## src/rtl/frac_divider_if.sv

```systemverilog
// Divisor control/status bundle for frac_divider: N/mf in, count/q_out (and tc
// when FRAC_DIV_TC_EN is defined) out.
interface frac_divider_if #(
  parameter int CNT_W = 17
) ();
  logic [CNT_W-1:0] N;
  logic [CNT_W-1:0] mf;
  logic [CNT_W-1:0] count;
  logic             q_out;
`ifdef FRAC_DIV_TC_EN
  logic             tc;

  modport master (output N, mf, input count, q_out, tc);
  modport slave  (input N, mf, output count, q_out, tc);
`else
  modport master (output N, mf, input count, q_out);
  modport slave  (input N, mf, output count, q_out);
`endif
endinterface

```

## src/rtl/frac_divider.sv

```systemverilog
// Fractional clock divider: average period N + mf/2^FRAC_W clocks using a
// fractional residue accumulator. Define FRAC_DIV_TC_EN to add the tc output.
module frac_divider #(
  parameter int CNT_W  = 17,
  parameter int FRAC_W = 4
) (
  input  logic           sys_clk,
  input  logic           rst,
  frac_divider_if.slave  bus
);

  localparam int W = CNT_W + FRAC_W + 2;
  localparam logic signed [W-1:0] S_MIN = W'(2 << FRAC_W);
  localparam logic [CNT_W-1:0]    P_MAX = '1;

  logic [CNT_W-1:0]    count_r, p_r, p_nxt, cnt_inc;
  logic [FRAC_W-1:0]   acc_r, acc_nxt;
  logic                q_r, load;
  logic signed [W-1:0] t_val, s_val;

  // P==0 is the post-reset "load pending" marker.
  assign load    = (p_r == '0) || (count_r == p_r - CNT_W'(1));
  assign cnt_inc = count_r + CNT_W'(1);

  always_comb begin
    t_val   = {2'b00, bus.N, {FRAC_W{1'b0}}} + {{(FRAC_W+2){bus.mf[CNT_W-1]}}, bus.mf};
    s_val   = t_val + {{(CNT_W+2){1'b0}}, acc_r};
    p_nxt   = s_val[FRAC_W +: CNT_W];
    acc_nxt = s_val[FRAC_W-1:0];
    if (s_val < S_MIN) begin
      p_nxt   = CNT_W'(2);
      acc_nxt = '0;
    end else if (s_val[W-1:FRAC_W+CNT_W] != '0) begin
      p_nxt   = P_MAX;
      acc_nxt = '0;
    end
  end

  // q_out tracks count < P/2 one-for-one with count; on load it is always 1 since P>=2.
  always_ff @(posedge sys_clk or posedge rst) begin
    if (rst) begin
      count_r <= '0;
      p_r     <= '0;
      acc_r   <= '0;
      q_r     <= 1'b0;
    end else if (load) begin
      count_r <= '0;
      p_r     <= p_nxt;
      acc_r   <= acc_nxt;
      q_r     <= 1'b1;
    end else begin
      count_r <= cnt_inc;
      q_r     <= cnt_inc < (p_r >> 1);
    end
  end

  assign bus.count = count_r;
  assign bus.q_out = q_r;

`ifdef FRAC_DIV_TC_EN
  logic tc_r;

  always_ff @(posedge sys_clk or posedge rst) begin
    if (rst)       tc_r <= 1'b0;
    else if (load) tc_r <= 1'b0;
    else           tc_r <= cnt_inc == p_r - CNT_W'(1);
  end

  assign bus.tc = tc_r;
`endif

endmodule

```

## src/flat_wrapper.sv

```systemverilog
// flat-port wrapper written by rule: the top's interface ports become plain ports
module frac_divider_flat 
#(
  parameter int CNT_W  = 17,
  parameter int FRAC_W = 4
)
  (sys_clk, rst, bus_N, bus_mf, bus_count, bus_q_out);
  frac_divider_if #(.CNT_W(CNT_W)) bus_i ();
  input  logic sys_clk;
  input  logic rst;
  input wire logic [$bits(bus_i.N)-1:0] bus_N;
  input wire logic [$bits(bus_i.mf)-1:0] bus_mf;
  output wire logic [$bits(bus_i.count)-1:0] bus_count;
  output wire logic [$bits(bus_i.q_out)-1:0] bus_q_out;
  assign bus_i.N = bus_N;
  assign bus_i.mf = bus_mf;
  assign bus_count = bus_i.count;
  assign bus_q_out = bus_i.q_out;
  frac_divider #(.CNT_W(CNT_W), .FRAC_W(FRAC_W)) u_core (.sys_clk(sys_clk), .rst(rst), .bus(bus_i));
endmodule
```

## config.mk

```make
export PLATFORM = sky130hd
export DESIGN_NAME = frac_divider_flat
export DESIGN_NICKNAME = d
export VERILOG_FILES = /design/src/rtl/frac_divider_if.sv /design/src/rtl/frac_divider.sv /design/src/flat_wrapper.sv
export SDC_FILE = /design/constraint.sdc
export NUM_CORES = 1
export LEC_CHECK = 0
export ABC_AREA = 1
export CORE_ASPECT_RATIO = 0.8
export CORE_MARGIN = 2
export CORE_UTILIZATION = 58
export DETAILED_ROUTE_END_ITERATION = 10
export PLACE_DENSITY_LB_ADDON = 0.12
export SYNTH_ARGS = -nofsm -noshare
export SYNTH_HDL_FRONTEND = slang
export SYNTH_SLANG_ARGS = --single-unit
```

## constraint.sdc

```tcl
create_clock -name sys_clk -period 3.1 [get_ports sys_clk]
set_input_delay 0.93 -clock sys_clk [delete_from_list [all_inputs] [get_ports sys_clk]]
set_output_delay 0.93 -clock sys_clk [all_outputs]
set_load 0.005 [all_outputs]
```

# After elaboration in Yosys (flattened, before gate mapping)
# Index checks and enable logic that the tools add are counted.
[totals]
ff_bits = 39
out_inout_bits = 18
[classes]
n_addsub = 4
magnitude_cmp = 2
n_eq_ne = 1
mux = 6
n_reduce_logical = 3
[op_table]
columns = ["cell", "n"]
rows = [
  ["two-way mux 17 bit", 3],
  ["adder 22 x 17 -> 23 bit", 1],
  ["adder 23 x 4 -> 23 bit", 1],
  ["< comparator 23 x 7 -> 1 bit (second input constant)", 1],
  ["adder 17 x 1 -> 17 bit (second input constant)", 1],
  ["equality test 17 bit", 1],
  ["logical NOT 17 bit", 1],
  ["< comparator 17 x 16 -> 1 bit", 1],
  ["subtractor 17 x 1 -> 17 bit (second input constant)", 1],
  ["two-way mux 4 bit", 2],
  ["nonzero test 2 bit", 1],
  ["logical OR 1 bit", 1],
  ["two-way mux 1 bit", 1],
]

# Depth between registers and ports, before layout
[depth]
depth_word = 5
depth_mapped = 20
ltp_nobuf = 20

# Worst setup path after synthesis
# Ideal clock, no wire load.
[synth_timing]
kind = "input-to-reg"
from = "input port bus_mf[0]"
to = "register u_core.p_r[10]"
setup_ps = 126
arrival_time_ps = 2698
path_slack_ps = 276
path_stages = 15
path_buffers = 1
cell_sequence = "ha_1 -> fa_1 -> nand2_1 -> nand2_1 -> nand3_1 -> nand2_1 -> nand3_1 -> nand4_1 -> nand2_1 -> nand2_2 -> nor2_2 -> nand3_1 -> nand2_1 -> buf_4 -> o21ai_0"
[synth_via]
elab_chain_cells = 5
elab_cells_between_ends = 6
[synth_lines]
columns = ["item", "line", "text"]
rows = [
  ["start, declared", "flat_wrapper.sv:12", "input wire logic [$bits(bus_i.mf)-1:0] bus_mf;"],
  ["adder 22 x 17 -> 23 bit (*)", "frac_divider.sv:26", "t_val = {2'b00, bus.N, {FRAC_W{1'b0}}} + {{(FRAC_W+2){bus.mf[CNT_W-1]}}, bus.mf};"],
  ["adder 23 x 4 -> 23 bit (*)", "frac_divider.sv:27", "s_val = t_val + {{(CNT_W+2){1'b0}}, acc_r};"],
  ["branches (longest 2 deep; another with < comparator 23 x 7 -> 1 bit)", "--", ""],
  ["two-way mux 17 bit (*)", "frac_divider.sv:30", "if (s_val < S_MIN) begin"],
  ["end signal, assigned", "frac_divider.sv:48", "p_r <= p_nxt;"],
  ["end, declared", "frac_divider.sv:16", "logic [CNT_W-1:0] count_r, p_r, p_nxt, cnt_inc;"],
]
# Every way passes the cells marked *.
# A chain may end at the register's enable or synchronous reset.

# Worst setup path in the final report
[layout_timing]
from = "input port bus_N[12]"
to = "register u_core.acc_r[2]"
[layout_via]
elab_chain_cells = 5
elab_cells_between_ends = 6
[layout_lines]
columns = ["item", "line", "text"]
rows = [
  ["start, declared", "flat_wrapper.sv:11", "input wire logic [$bits(bus_i.N)-1:0] bus_N;"],
  ["adder 22 x 17 -> 23 bit (*)", "frac_divider.sv:26", ""],
  ["adder 23 x 4 -> 23 bit (*)", "frac_divider.sv:27", ""],
  ["branches (longest 2 deep; another with < comparator 23 x 7 -> 1 bit)", "--", ""],
  ["two-way mux 4 bit (*)", "frac_divider.sv:30", ""],
  ["end signal, assigned", "frac_divider.sv:49", "acc_r <= acc_nxt;"],
  ["end, declared", "frac_divider.sv:17", "logic [FRAC_W-1:0] acc_r, acc_nxt;"],
]
# Marked as above.

==> impl_metrics.json <==
{
  "ctsHtreeMaxLevel": 2,
  "placed_area_sq_um": 5730,
  "antenna_found_initial": 1,
  "synth_common_cells": "255 x nand2_1, 127 x inv_1, 94 x nor2_1",
  "timing.final.crit_share": 0.981,
  "clock.fmax_mhz": 329,
  "outcome": "completed",
  "synthFlopType": "dfrtp_1",
  "grt_max_degree": 40,
  "synth_top_area_frac": 0.211,
  "swShare": 0.373,
  "synth_edf_count": 0,
  "max_stage_delay_ps": 440,
  "slew_headroom": 0.588,
  "die_w_microns": 104,
  "yosys.area.top_type": "dfrtp_1",
  "area_growth_pct": 40.4,
  "finalWeightedCongestion": 0.948,
  "p_int_uw": 1000,
  "fin_skew_ps": 7.96,
  "yosys_warnings": 0,
  "first_global_vias": 5148,
  "grt_remaining_overflow": 0,
  "fill_cells": 525,
  "final_layout_size_suffix_gt1_frac": 0.210,
  "synthArstFlopShare": 1.00,
  "grt_pass1_wl_mm": 22.9,
  "syn_avg_cell_area_sq_um": 5.99,
  "cts_hold_buf": 0,
  "cts.clk_slew.worst_paths_ps": 90,
  "cts_tree": "done",
  "seq_area_frac_synth": 0.211,
  "worst-endpoint-required_ps": 3340,
  "numCtsBuffers": 5,
  "synth_area_sq_um": 4630,
  "reg2reg_depth": 10,
  "hold_path_startpoint": "u_core.bus.count[0]",
  "synth_seq_cells": 39,
  "peakVddDrop_v": 0.000198,
  "vias_per_cell": 5.63,
  "synth.most_common_cell": "nand2_1",
  "path_cells": "clkdlybuf4s50_1 -> ha_4 -> nand2_2 -> inv_1 -> nand2_1 -> nor3_2 -> nand3_2 -> nand3_1 -> nand2_1 -> nand2_1 -> nand2_2 -> buf_4 -> buf_4 -> nor3b_2 -> nand2_1 -> o21ai_1",
  "initial_core_util": 0.591,
  "p_sw_uw": 594,
  "syn_inst": 773,
  "drt_wl_total_mm": 15.9,
  "p_per_area_nw_per_um2": 245,
  "ys_types": 35,
  "grt_use_total": 0.317,
  "ys_top_cells_by_area": "dfrtp_1 21%, nand2_1 21%, ha_1 11%",
  "p_comb_frac": 0.451,
  "setup_viol": 0,
  "first_pass_iters": 9,
  "cts_buffer_depth": 2,
  "hold_path_end": "u_core.bus.count[0]",
  "die_area_sq_um": 8720,
  "worstSkewPairLatency_ps": 310,
  "dieHeight_microns": 83.9,
  "coreArea_sq_um": 7840,
  "syn-num-nets": 849,
  "io_pins": 54,
  "pwr-share-seq": 0.319,
  "clkSinkCount": 39,
  "vias": 5703,
  "nNetsFinal": 979,
  "hold_class": "register to register",
  "crit_path_frequent_cell": "nand2_1",
  "design_area_sq_um": 6500,
  "drv_slew": 0,
  "clockRootBuffer": "clkbuf_8",
  "fin_setup_tns_ps": 0,
  "drc": 0,
  "rows": 29,
  "drt_iter0_markers": 476,
  "critPathKind": "input port to register",
  "dp_hpwl_mm": 10.4,
  "p_leak_uw": 0.00360,
  "startpoint_type": "input port",
  "dpl.cell_count": 990,
  "portBuffers": 53,
  "tightest_slew_ps": 618,
  "routedWlPerCell_microns": 15.7,
  "max_cap_violations": 0,
  "r2r_slack_ps": 180,
  "r2r_start": "u_core.p_r[0]",
  "min_path_cells": 1,
  "p_clk_frac": 0.230,
  "r2r_end": "u_core.p_r[2]",
  "crit_arrival_ps": 3280,
  "drt.antenna.violating_nets": 0,
  "hold_viol": 0,
  "crit_slowest_cell": "clkdlybuf4s50_1",
  "endpoint_kind": "register",
  "crit_fanout": 5,
  "min_period_ps": 3040,
  "final_cell_count_no_fill": 1013
}
cell families after synthesis:
logic type	after synthesis	share of synthesized area
and+or+nand+nor	467	0.436
buffers and inverters	141	0.123
AOI/OAI and AO/OA	62	0.0724
adders and majority gates	40	0.110
DFF	39	0.211
xor gates and xnor gates	24	0.0484
power groups by stage:
stage	Sequential [uW]	Clock (uW)	Combinational (uW)
after floorplan	518	0	280
after global placement	518	0	515
after detailed placement	518	0	530
after CTS	508	363	590
after global routing	508	389	763
final	508	367	719
repair_timing:
item                                    4_1_cts  5_1_grt
endpoints found under the setup margin       20       23
buffers inserted                              4        7
cloned                                        1        2
endpoints found under the hold margin         0        0
pin swaps                                     9       42
resized for setup                            29       95
cell usage in the layout, fill, tap and decap left out, types with 8 or more instances in the layout:
master           synthesis  routed
dfrtp_1                 39      39
buf_4                    3      76
o21ai_1                 14      15
nand3_2                  2       8
nand2_2                  3      21
nand4_1                 15      15
nand2_4                  0       8
clkdlybuf4s50_1          0      24
nor3_1                  10       9
inv_1                  127     123
nand3_1                 62      55
dlymetal6s2s_1           0      27
o21ai_0                 16      15
xor2_1                  16      15
a21oi_1                 26      18
nor2_1                  94      87
nor2_2                   4      10
ha_1                    39      20
ha_4                     0      18
nand2_1                255     229
worst max path at each step:
stage	slack, ps	end	startpoint
finish	60	u_core.acc_r[2]	bus_N[12]
global route	-120	u_core.p_r[2]	u_core.p_r[0]
CTS	4	u_core.p_r[12]	bus_mf[0]
detailed placement	-360	u_core.p_r[10]	bus_mf[10]
global placement	-310	u_core.p_r[11]	bus_mf[10]
floorplan	280	u_core.p_r[10]	bus_mf[0]
stage by stage:
stage                     utilization  power (uW)  hold WS (ps)  setup WS [ps]
final                           0.829        1590           516           58.8
after global routing            0.829        1660           528           -119
after CTS                       0.772        1460           525           4.44
after detailed placement        0.731        1050           500           -358
after global placement          0.731        1030           491           -308
after floorplan                     -         799           463            276
critical path: cells and delay by family:
kind            cells  cell delay (ps)
simple gates       10             1100
compound gates      1              150
buf+inv             4              810
fa+ha+maj           1              290
registers in the layout (all words and copies together), names as in the netlist:
register	cells
u_core.bus.count	17
u_core.p_r	17
u_core.acc_r	4
u_core.bus.q_out	1
routing by layer:
| metal | part of all wire | track usage |
|---|---|---|
| met1 | 0.43 | 0.445 |
| met2 | 0.45 | 0.522 |
| met3 | 0.085 | 0.0429 |
| met4 | 0.040 | 0.0725 |
| met5 | 0 | 0 |
layout make-up:
class	count	area, sq um	share of cell area
clock inverters	3	20.0	0.00308
flip-flops and latches	39	976	0.150
inverters	131	494	0.0760
clock buffers	5	68.8	0.0106
diodes	1	2.50	0.000385
repair buffers	132	1230	0.190
multi-input cells	594	3570	0.549
well taps	108	135	0.0208
No activity file was read; power rests on OpenSTA's default activity.
